<file path="src/rtl/dac_pkg.sv">
// Shared defaults and FSM state type for the serial sample receiver.
package dac_pkg;

    localparam int unsigned BW_DEFAULT          = 16;
    localparam int unsigned SYNC_STAGES_DEFAULT = 2;

    typedef enum logic [1:0] {
        StIdle,
        StShift,
        StDone
    } rx_state_e;

endpackage

</file>
<file path="src/rtl/sync_edge.sv">
// Multi-flop synchroniser for one asynchronous pin, with an optional rising-edge pulse.
module sync_edge #(
    parameter int unsigned STAGES  = 2,
    parameter logic        RST_VAL = 1'b0,
    parameter bit          EDGE_EN = 1'b1
) (
    input  logic clk_i,
    input  logic rst_n,
    input  logic din,
    output logic dout,
    output logic rise
);

    logic [STAGES-1:0] sync_q;

    always_ff @(posedge clk_i or negedge rst_n) begin
        if (!rst_n) begin
            sync_q <= {STAGES{RST_VAL}};
        end else begin
            sync_q <= {sync_q[STAGES-2:0], din};
        end
    end

    assign dout = sync_q[STAGES-1];

    if (EDGE_EN) begin : gen_edge
        logic prev_q;

        always_ff @(posedge clk_i or negedge rst_n) begin
            if (!rst_n) begin
                prev_q <= RST_VAL;
            end else begin
                prev_q <= dout;
            end
        end

        assign rise = dout & ~prev_q;
    end else begin : gen_no_edge
        assign rise = 1'b0;
    end

endmodule

</file>
<file path="src/rtl/sample_rx.sv">
// Serial sample receiver: deserialises an MSB-first bit stream into held BW-bit signed samples.
// Defining SAMPLE_RX_PARITY_EN adds a trailing even-parity bit to every frame.
module sample_rx
    import dac_pkg::*;
#(
    parameter int unsigned BW          = BW_DEFAULT,
    parameter int unsigned SYNC_STAGES = SYNC_STAGES_DEFAULT
) (
    input  logic                 clk_i,
    input  logic                 rst_n,
    input  logic                 sclk_i,
    input  logic                 cs_n_i,
    input  logic                 sdi_i,
    output logic signed [BW-1:0] sample_o,
    output logic                 valid_o,
    output logic                 err_o
);

`ifdef SAMPLE_RX_PARITY_EN
    localparam int unsigned FRAME_LEN = BW + 1;
`else
    localparam int unsigned FRAME_LEN = BW;
`endif
    localparam int unsigned CW = $clog2(FRAME_LEN + 1);

    logic unused_sclk_lvl;
    logic unused_rise_cs;
    logic unused_rise_sdi;
    logic sclk_rise;
    logic cs_n_s;
    logic sdi_s;

    rx_state_e            state_q, state_d;
    logic [CW-1:0]        cnt_q, cnt_d;
    logic [FRAME_LEN-1:0] shift_q, shift_d;
    logic signed [BW-1:0] sample_q, sample_d;
    logic                 valid_q, valid_d;
    logic                 err_q, err_d;
    logic                 frame_full;

    sync_edge #(
        .STAGES  (SYNC_STAGES),
        .RST_VAL (1'b0),
        .EDGE_EN (1'b1)
    ) u_sync_sclk (
        .clk_i (clk_i),
        .rst_n (rst_n),
        .din   (sclk_i),
        .dout  (unused_sclk_lvl),
        .rise  (sclk_rise)
    );

    sync_edge #(
        .STAGES  (SYNC_STAGES),
        .RST_VAL (1'b1),
        .EDGE_EN (1'b0)
    ) u_sync_cs_n (
        .clk_i (clk_i),
        .rst_n (rst_n),
        .din   (cs_n_i),
        .dout  (cs_n_s),
        .rise  (unused_rise_cs)
    );

    sync_edge #(
        .STAGES  (SYNC_STAGES),
        .RST_VAL (1'b0),
        .EDGE_EN (1'b0)
    ) u_sync_sdi (
        .clk_i (clk_i),
        .rst_n (rst_n),
        .din   (sdi_i),
        .dout  (sdi_s),
        .rise  (unused_rise_sdi)
    );

    assign frame_full = (cnt_q == CW'(FRAME_LEN));

    // Completion has priority over the cs_n abort so a final bit landing with cs_n rising still
    // yields a sample.
    always_comb begin
        state_d  = state_q;
        cnt_d    = cnt_q;
        shift_d  = shift_q;
        sample_d = sample_q;
        valid_d  = 1'b0;
        err_d    = 1'b0;
        unique case (state_q)
            StIdle: begin
                if (!cs_n_s) begin
                    state_d = StShift;
                    cnt_d   = '0;
                    shift_d = '0;
                end
            end
            StShift: begin
                if (frame_full) begin
                    state_d = StDone;
`ifdef SAMPLE_RX_PARITY_EN
                    if (^shift_q) begin
                        err_d = 1'b1;
                    end else begin
                        sample_d = $signed(shift_q[FRAME_LEN-1:1]);
                        valid_d  = 1'b1;
                    end
`else
                    sample_d = $signed(shift_q);
                    valid_d  = 1'b1;
`endif
                end else if (sclk_rise) begin
                    shift_d = {shift_q[FRAME_LEN-2:0], sdi_s};
                    cnt_d   = cnt_q + 1'b1;
                end else if (cs_n_s) begin
                    state_d = StIdle;
                    err_d   = 1'b1;
                end
            end
            StDone: begin
                if (cs_n_s) begin
                    state_d = StIdle;
                end
            end
            default: state_d = StIdle;
        endcase
    end

    always_ff @(posedge clk_i or negedge rst_n) begin
        if (!rst_n) begin
            state_q  <= StIdle;
            cnt_q    <= '0;
            shift_q  <= '0;
            sample_q <= '0;
            valid_q  <= 1'b0;
            err_q    <= 1'b0;
        end else begin
            state_q  <= state_d;
            cnt_q    <= cnt_d;
            shift_q  <= shift_d;
            sample_q <= sample_d;
            valid_q  <= valid_d;
            err_q    <= err_d;
        end
    end

    assign sample_o = sample_q;
    assign valid_o  = valid_q;
    assign err_o    = err_q;

endmodule

</file>
<file path="config.mk">
export PLATFORM = sky130hd
export DESIGN_NAME = sample_rx
export DESIGN_NICKNAME = d
export VERILOG_FILES = /design/src/rtl/dac_pkg.sv /design/src/rtl/sync_edge.sv /design/src/rtl/sample_rx.sv
export SDC_FILE = /design/constraint.sdc
export NUM_CORES = 1
export LEC_CHECK = 0
export ABC_CLOCK_PERIOD_IN_PS = 3200
export BUFFER_PORTS_ARGS = -buffer_cell sky130_fd_sc_hd__buf_4
export CELL_PAD_IN_SITES_DETAIL_PLACEMENT = 0
export CELL_PAD_IN_SITES_GLOBAL_PLACEMENT = 1
export CORE_UTILIZATION = 52
export CTS_BUF_LIST = sky130_fd_sc_hd__clkbuf_4
export CTS_CLUSTER_DIAMETER = 150
export CTS_CLUSTER_SIZE = 20
export DETAILED_ROUTE_END_ITERATION = 8
export HOLD_SLACK_MARGIN = 0.02
export PLACE_DENSITY_LB_ADDON = 0.12
export SETUP_SLACK_MARGIN = 0.02
export SLEW_MARGIN = 10
export SYNTH_ARGS = -nofsm -noshare
export SYNTH_HDL_FRONTEND = slang
export SYNTH_SLANG_ARGS = --single-unit
</file>
<file path="constraint.sdc">
create_clock -name clk_i -period 3.2 [get_ports clk_i]
set_input_delay 0.32 -clock clk_i [delete_from_list [all_inputs] [get_ports clk_i]]
set_output_delay 0.32 -clock clk_i [all_outputs]
set_load 0.01 [all_outputs]
</file>
; Word level (Yosys, flattened, before mapping)
; Cells that the tools add are included.
[word_totals]
input_bits = 5
reg_bits = 48
output_inout_bits = 18
word_cells = 44
[op_classes]
n_mux = 19
n_reduce_logical = 5
n_eq_ne = 7
n_bitwise = 2
n_addsub = 1
[op_table]
columns = cell, count
row1 = two-way mux 16 bit, 3
row2 = case mux 16 bit (2 select lines), 1
row3 = two-way mux 5 bit, 3
row4 = case mux 5 bit (2 select lines), 1
row5 = two-way mux 2 bit, 4
row6 = two-way mux 1 bit, 6
row7 = != test 2 bit (second input constant), 3
row8 = case mux 2 bit (3 select lines), 1
row9 = adder 5 x 1 -> 5 bit (second input constant), 1
row10 = equality test 5 bit (second input constant), 1
row11 = AND reduction 2 bit, 2
row12 = AND reduction 4 bit, 1
row13 = != test 3 bit (second input constant), 1
row14 = equality test 2 x 1 -> 1 bit (second input constant), 1
row15 = equality test 2 bit (second input constant), 1
row16 = zero test 2 bit, 1
row17 = nonzero test 2 bit, 1
row18 = bitwise AND 1 bit, 1
row19 = inverter 1 bit, 1

; Logic depth before layout (Yosys ltp)
[logic_depth]
word_depth = 5
mapped_depth = 7
mapped_depth_nobuf = 5

; Modules after synthesis
; From an unflattened synthesis, not the netlist that was laid out.
[hier_totals]
hier_cells = 155
area_unflattened_um2 = 1956.9
[by_module_without_submodules]
columns = mod, seq_area_each_um2, instances, cells_per_inst, area_each_um2
row1 = sample_rx, 1026.0, 1, 143, 1742.9
row2 = sync_edge (u_sync_sclk), 75.1, 1, 4, 88.8
row3 = sync_edge (u_sync_cs_n), 52.6, 1, 4, 63.8
row4 = sync_edge (u_sync_sdi), 50.0, 1, 4, 61.3

; Least setup slack after synthesis
; No wires, ideal clock.
[synth_path]
path_kind = reg-to-reg
from = register cnt_q[0]
to = register cnt_q[1]
arrival_ps = 1516
n_path_buf = 1
setup_slack_ps = 1559
synth_period_minus_slack_ps = 1641
setup_ps = 125
stages_incl_launch_ff = 7
t_required_ps = 3075
path_cell_list = dfrtp_1 > inv_1 > ha_1 > and4bb_4 > nor3_2 > buf_4 > mux2_2
[synth_via]
elab_chain_cells = 4
elab_cells_between_ends = 7
classes_between = add/sub: 1 / eq/ne: 2 / mux: 3 / reduce/logical: 1
[synth_rtl]
columns = element, line
row1 = "start, declared", sample_rx.sv:34  ; logic [CW-1:0] cnt_q, cnt_d;
row2 = "start signal, assigned", sample_rx.sv:137  ; cnt_q <= cnt_d;
row3 = adder 5 x 1 -> 5 bit, sample_rx.sv:112  ; cnt_d = cnt_q + 1'b1;
row4 = two-way mux 5 bit, sample_rx.sv:110  ; end else if (sclk_rise) begin
row5 = two-way mux 5 bit, sample_rx.sv:97  ; if (frame_full) begin
row6 = case mux 5 bit (2 select lines), sample_rx.sv:88  ; unique case (state_q)
; Several ways; a longest one is shown, not always the timed one. The select of a mux whose other input is x is not followed.
; A chain may end at the register's enable or synchronous reset.

; Worst setup path after layout
[layout_path]
from = register cnt_q[0]
to = register shift_q[0]
[layout_via]
elab_chain_cells = 3
[layout_rtl]
columns = element, line
row1 = equality test 5 bit, sample_rx.sv:77  ; assign frame_full = (cnt_q == CW'(FRAME_LEN));
row2 = != test 2 bit (no line), --
row3 = AND reduction 4 bit (no line), --
row4 = "end signal, assigned", sample_rx.sv:138  ; shift_q <= shift_d;
row5 = "end, declared", sample_rx.sv:35  ; logic [FRAME_LEN-1:0] shift_q, shift_d;
; No other way between the ends.

==> flow_metrics.py <==
metrics = {
    "status": {
        "status": "finished clean",
    },
    "detailed_routing": {
        "wl_per_cell_um": 13.4,
        "viasPerCell": 4.93,
        "drcViolationCount": 0,
        "dr_total_vias": 1119,
        "dr.pass1.iters": 4,
        "ant_nets": 0,
        "totalWireLength_um": 3030,
        "drt-initial-drc-count": 88,
    },
    "die": {
        "die_h_um": 64.1,
        "ioPinCount": 23,
        "dieWidth_um": 64.1,
        "initial_core_util": 0.543,
        "rows": 22,
        "dieArea_um2": 4100,
        "fp.coreArea_um2": 3690,
    },
    "synthesis": {
        "synthMuxAreaShare": 0.205,
        "synth.avg_cell_area_um2": 13.1,
        "synth.top_cell.area_share": 0.575,
        "ys_ff_latch": 48,
        "synth_compound_area_frac": 0.0125,
        "synth_flop_cell": "dfrtp_1",
        "yosysTopAreaCell": "dfrtp_1",
        "yosys-top-cells-area": "dfrtp_1, mux2i_1, mux2_4",
        "synth.most_common_cell": "dfrtp_1",
        "seq_area_frac_synth": 0.601,
        "ys_warn_count": 0,
        "yosys.area_share.simple": 0.109,
        "synthXorXnorAreaFrac": 0,
        "synth_edf_count": 0,
        "synthAdderAreaFrac": 0.0125,
        "synth_top_family_by_area": "multiplexers",
        "synthCells": 153,
        "synth_area_um2": 2000,
        "async_flop_share": 1.00,
        "synth_fp_nets": 160,
        "ys_types": 28,
        "synth.top_cells.by_count": "dfrtp_1, nand2_1, inv_1, mux2i_1, mux2_2",
    },
    "setup_path": {
        "cp_max_fo": 10,
        "worst_setup_path_start_kind": "flip-flop",
        "critical_path.endpoint": "shift_q[0]",
        "r2r-end": "shift_q[0]",
        "r2r_cells": 6,
        "critPathLaunch": "cnt_q[0]",
        "crit_type": "reg2reg",
        "r2r_setup_slack_ns": 1.19,
        "critPathArrivalTime_ns": 2.29,
        "crit_required_ns": 3.48,
        "reg2reg_from": "cnt_q[0]",
        "end_kind": "flip-flop",
    },
    "timing": {
        "finalMaxSlewViolations": 0,
        "rsz0062_at_grt": "no",
        "whs_ns": 0.0659,
        "period_needed_ns": 2.01,
        "fin_skew_ns": 0.00984,
        "hold_violations": 0,
        "timing.slew.headroom": 0.528,
        "max_freq_mhz": 497,
        "fin_crit_sh": 0.628,
        "tns_ns": 0,
        "worst_slew_pin_slew_ns": 0.709,
        "setup_violations": 0,
    },
    "pwr": {
        "p_sw_uw": 229,
        "pwr-share-comb": 0.070,
        "p_int_uw": 757,
        "p_leak_nw": 1.15,
        "clkPwrFrac": 0.278,
        "irDropWorstVdd_mv": 0.260,
        "power_density_nw_per_um2": 436,
        "seqPwrFrac": 0.652,
        "switching_share": 0.232,
    },
    "global_route": {
        "antenna_found_initial": 0,
        "grt_pass1_vias": 1115,
        "grt_overflow": 0,
        "grt_usage": 0.171,
        "grt_pass1_wl_um": 5170,
        "grt_max_degree": 49,
    },
    "final_layout": {
        "diodes": 0,
        "finish.net_count": 185,
        "nFillCells": 325,
        "area_growth_pct": 12.9,
        "layout-drive-gt1-share": 0.296,
    },
    "clocking": {
        "cts_tree": "built",
        "insertion_delay_ns": 0.35,
        "cts_max_path_buffers": 2,
        "cts_root_buf": "clkbuf_4",
        "htreeDepth": 2,
        "clk_pin_slew_ns": 0.12,
        "cts.sinks": 48,
        "cts_buffers": 5,
    },
    "placed_design": {
        "port_buffers": 22,
        "place_congestion": 0.777,
        "hpwl_um": 2020,
    },
    "worst_hold_path": {
        "hold_class": "in2reg",
        "whs_path_depth": 1,
    },
    "job": {
        "maxCapViolations": 0,
    },
}
==> placed cells by master, fill, tap and decap left out, types with 2 or more instances in the layout <==
cell | Yosys | layout
mux2i_1 | 19 | 19
dfstp_2 | 2 | 2
mux2_4 | 8 | 8
nor2_1 | 3 | 3
ha_1 | 2 | 2
dfrtp_1 | 46 | 46
mux2_2 | 9 | 9
inv_1 | 19 | 19
clkbuf_4 | 0 | 7
buf_4 | 1 | 23
nand2b_1 | 4 | 4
nand2_1 | 21 | 21
nand4_1 | 2 | 2
==> sequential cells by signal, indices dropped and copies added, names as in the netlist <==
signal	cells
sample_o	16
err_o	1
cnt_q	5
shift_q	16
u_sync_sdi.sync_q	2
u_sync_sclk.sync_q	2
valid_o	1
state_q	2
u_sync_cs_n.sync_q	2
u_sync_sclk.gen_edge.prev_q	1
==> kinds of logic (layout without fill, tap and decap cells) <==
logic type,count (synthesis),count (layout)
AO/OA/AOI/OAI,3,3
adder cells (fa/ha/maj),2,2
buffers and inverters,25,51
flip-flops,48,48
multiplexers,36,36
AND/OR/NAND/NOR,39,39
==> stage by stage <==
stage | total power, mW | cell area, um2 | cells | utilization | setup WS [ns]
after floorplan | 0.696 | 2000 | 153 | - | 1.56
after global placement | 0.720 | 2190 | 218 | 0.595 | 1.23
after detailed placement | 0.725 | 2190 | 218 | 0.595 | 1.19
after CTS | 1.01 | 2260 | 227 | 0.613 | 1.16
after global routing | 1.03 | 2260 | 227 | 0.613 | 1.08
final | 0.986 | 2260 | 227 | 0.613 | 1.19
==> power by group through the flow <==
stage	combinational (mW)	sequential [mW]	clock, mW
after floorplan	0.0475	0.649	0
after global placement	0.0675	0.653	0
after detailed placement	0.0706	0.655	0
after CTS	0.0715	0.643	0.291
after global routing	0.0805	0.646	0.308
final	0.0690	0.643	0.274
==> final cells by class <==
type | count | area [um2] | area share
Clock buffer | 7 | 52.6 | 0.0232
Inverter | 19 | 71.3 | 0.0315
Timing Repair Buffer | 24 | 183 | 0.0808
Tap cell | 48 | 60.1 | 0.0266
Multi-Input combinational cell | 80 | 687 | 0.304
Sequential cell | 48 | 1200 | 0.532
Clock inverter | 1 | 3.75 | 0.00166
==> worst max-delay path, stage by stage, from the launching register on <==
cell	delay, ns
dfrtp_1	0.43
inv_1	0.06
ha_1	0.19
and4bb_4	0.23
nor3_4	0.51
buf_4	0.31
mux2i_1	0.21
==> worst min-delay path by stage <==
stage / start / to / slack (ns)
after floorplan: rst_n / cnt_q[0] / 0.02
after global placement: u_sync_sdi.sync_q[0] / u_sync_sdi.sync_q[1] / 0.33
after detailed placement: u_sync_sclk.sync_q[0] / u_sync_sclk.sync_q[1] / 0.34
after CTS: sdi_i / u_sync_sdi.sync_q[0] / 0.05
after global routing: sdi_i / u_sync_sdi.sync_q[0] / 0.05
final: sdi_i / u_sync_sdi.sync_q[0] / 0.07
==> layer usage <==
metal  up-vias  share of wire  track usage
li1        551              -            -
met1       540           0.47        0.215
met2        21           0.48        0.274
met3         7          0.035       0.0375
met4         0          0.018       0.0938
met5         -              0            0
==> timing repair <==
item / CTS / global route
endpoints found under the hold margin: 46 / 0
endpoints found under the setup margin: 0 / 0
gates resized for setup: 0 / 0
hold buffers: 1 / 0
setup buffers: 0 / 0
Note: power is estimated with default switching activity, not from simulation.
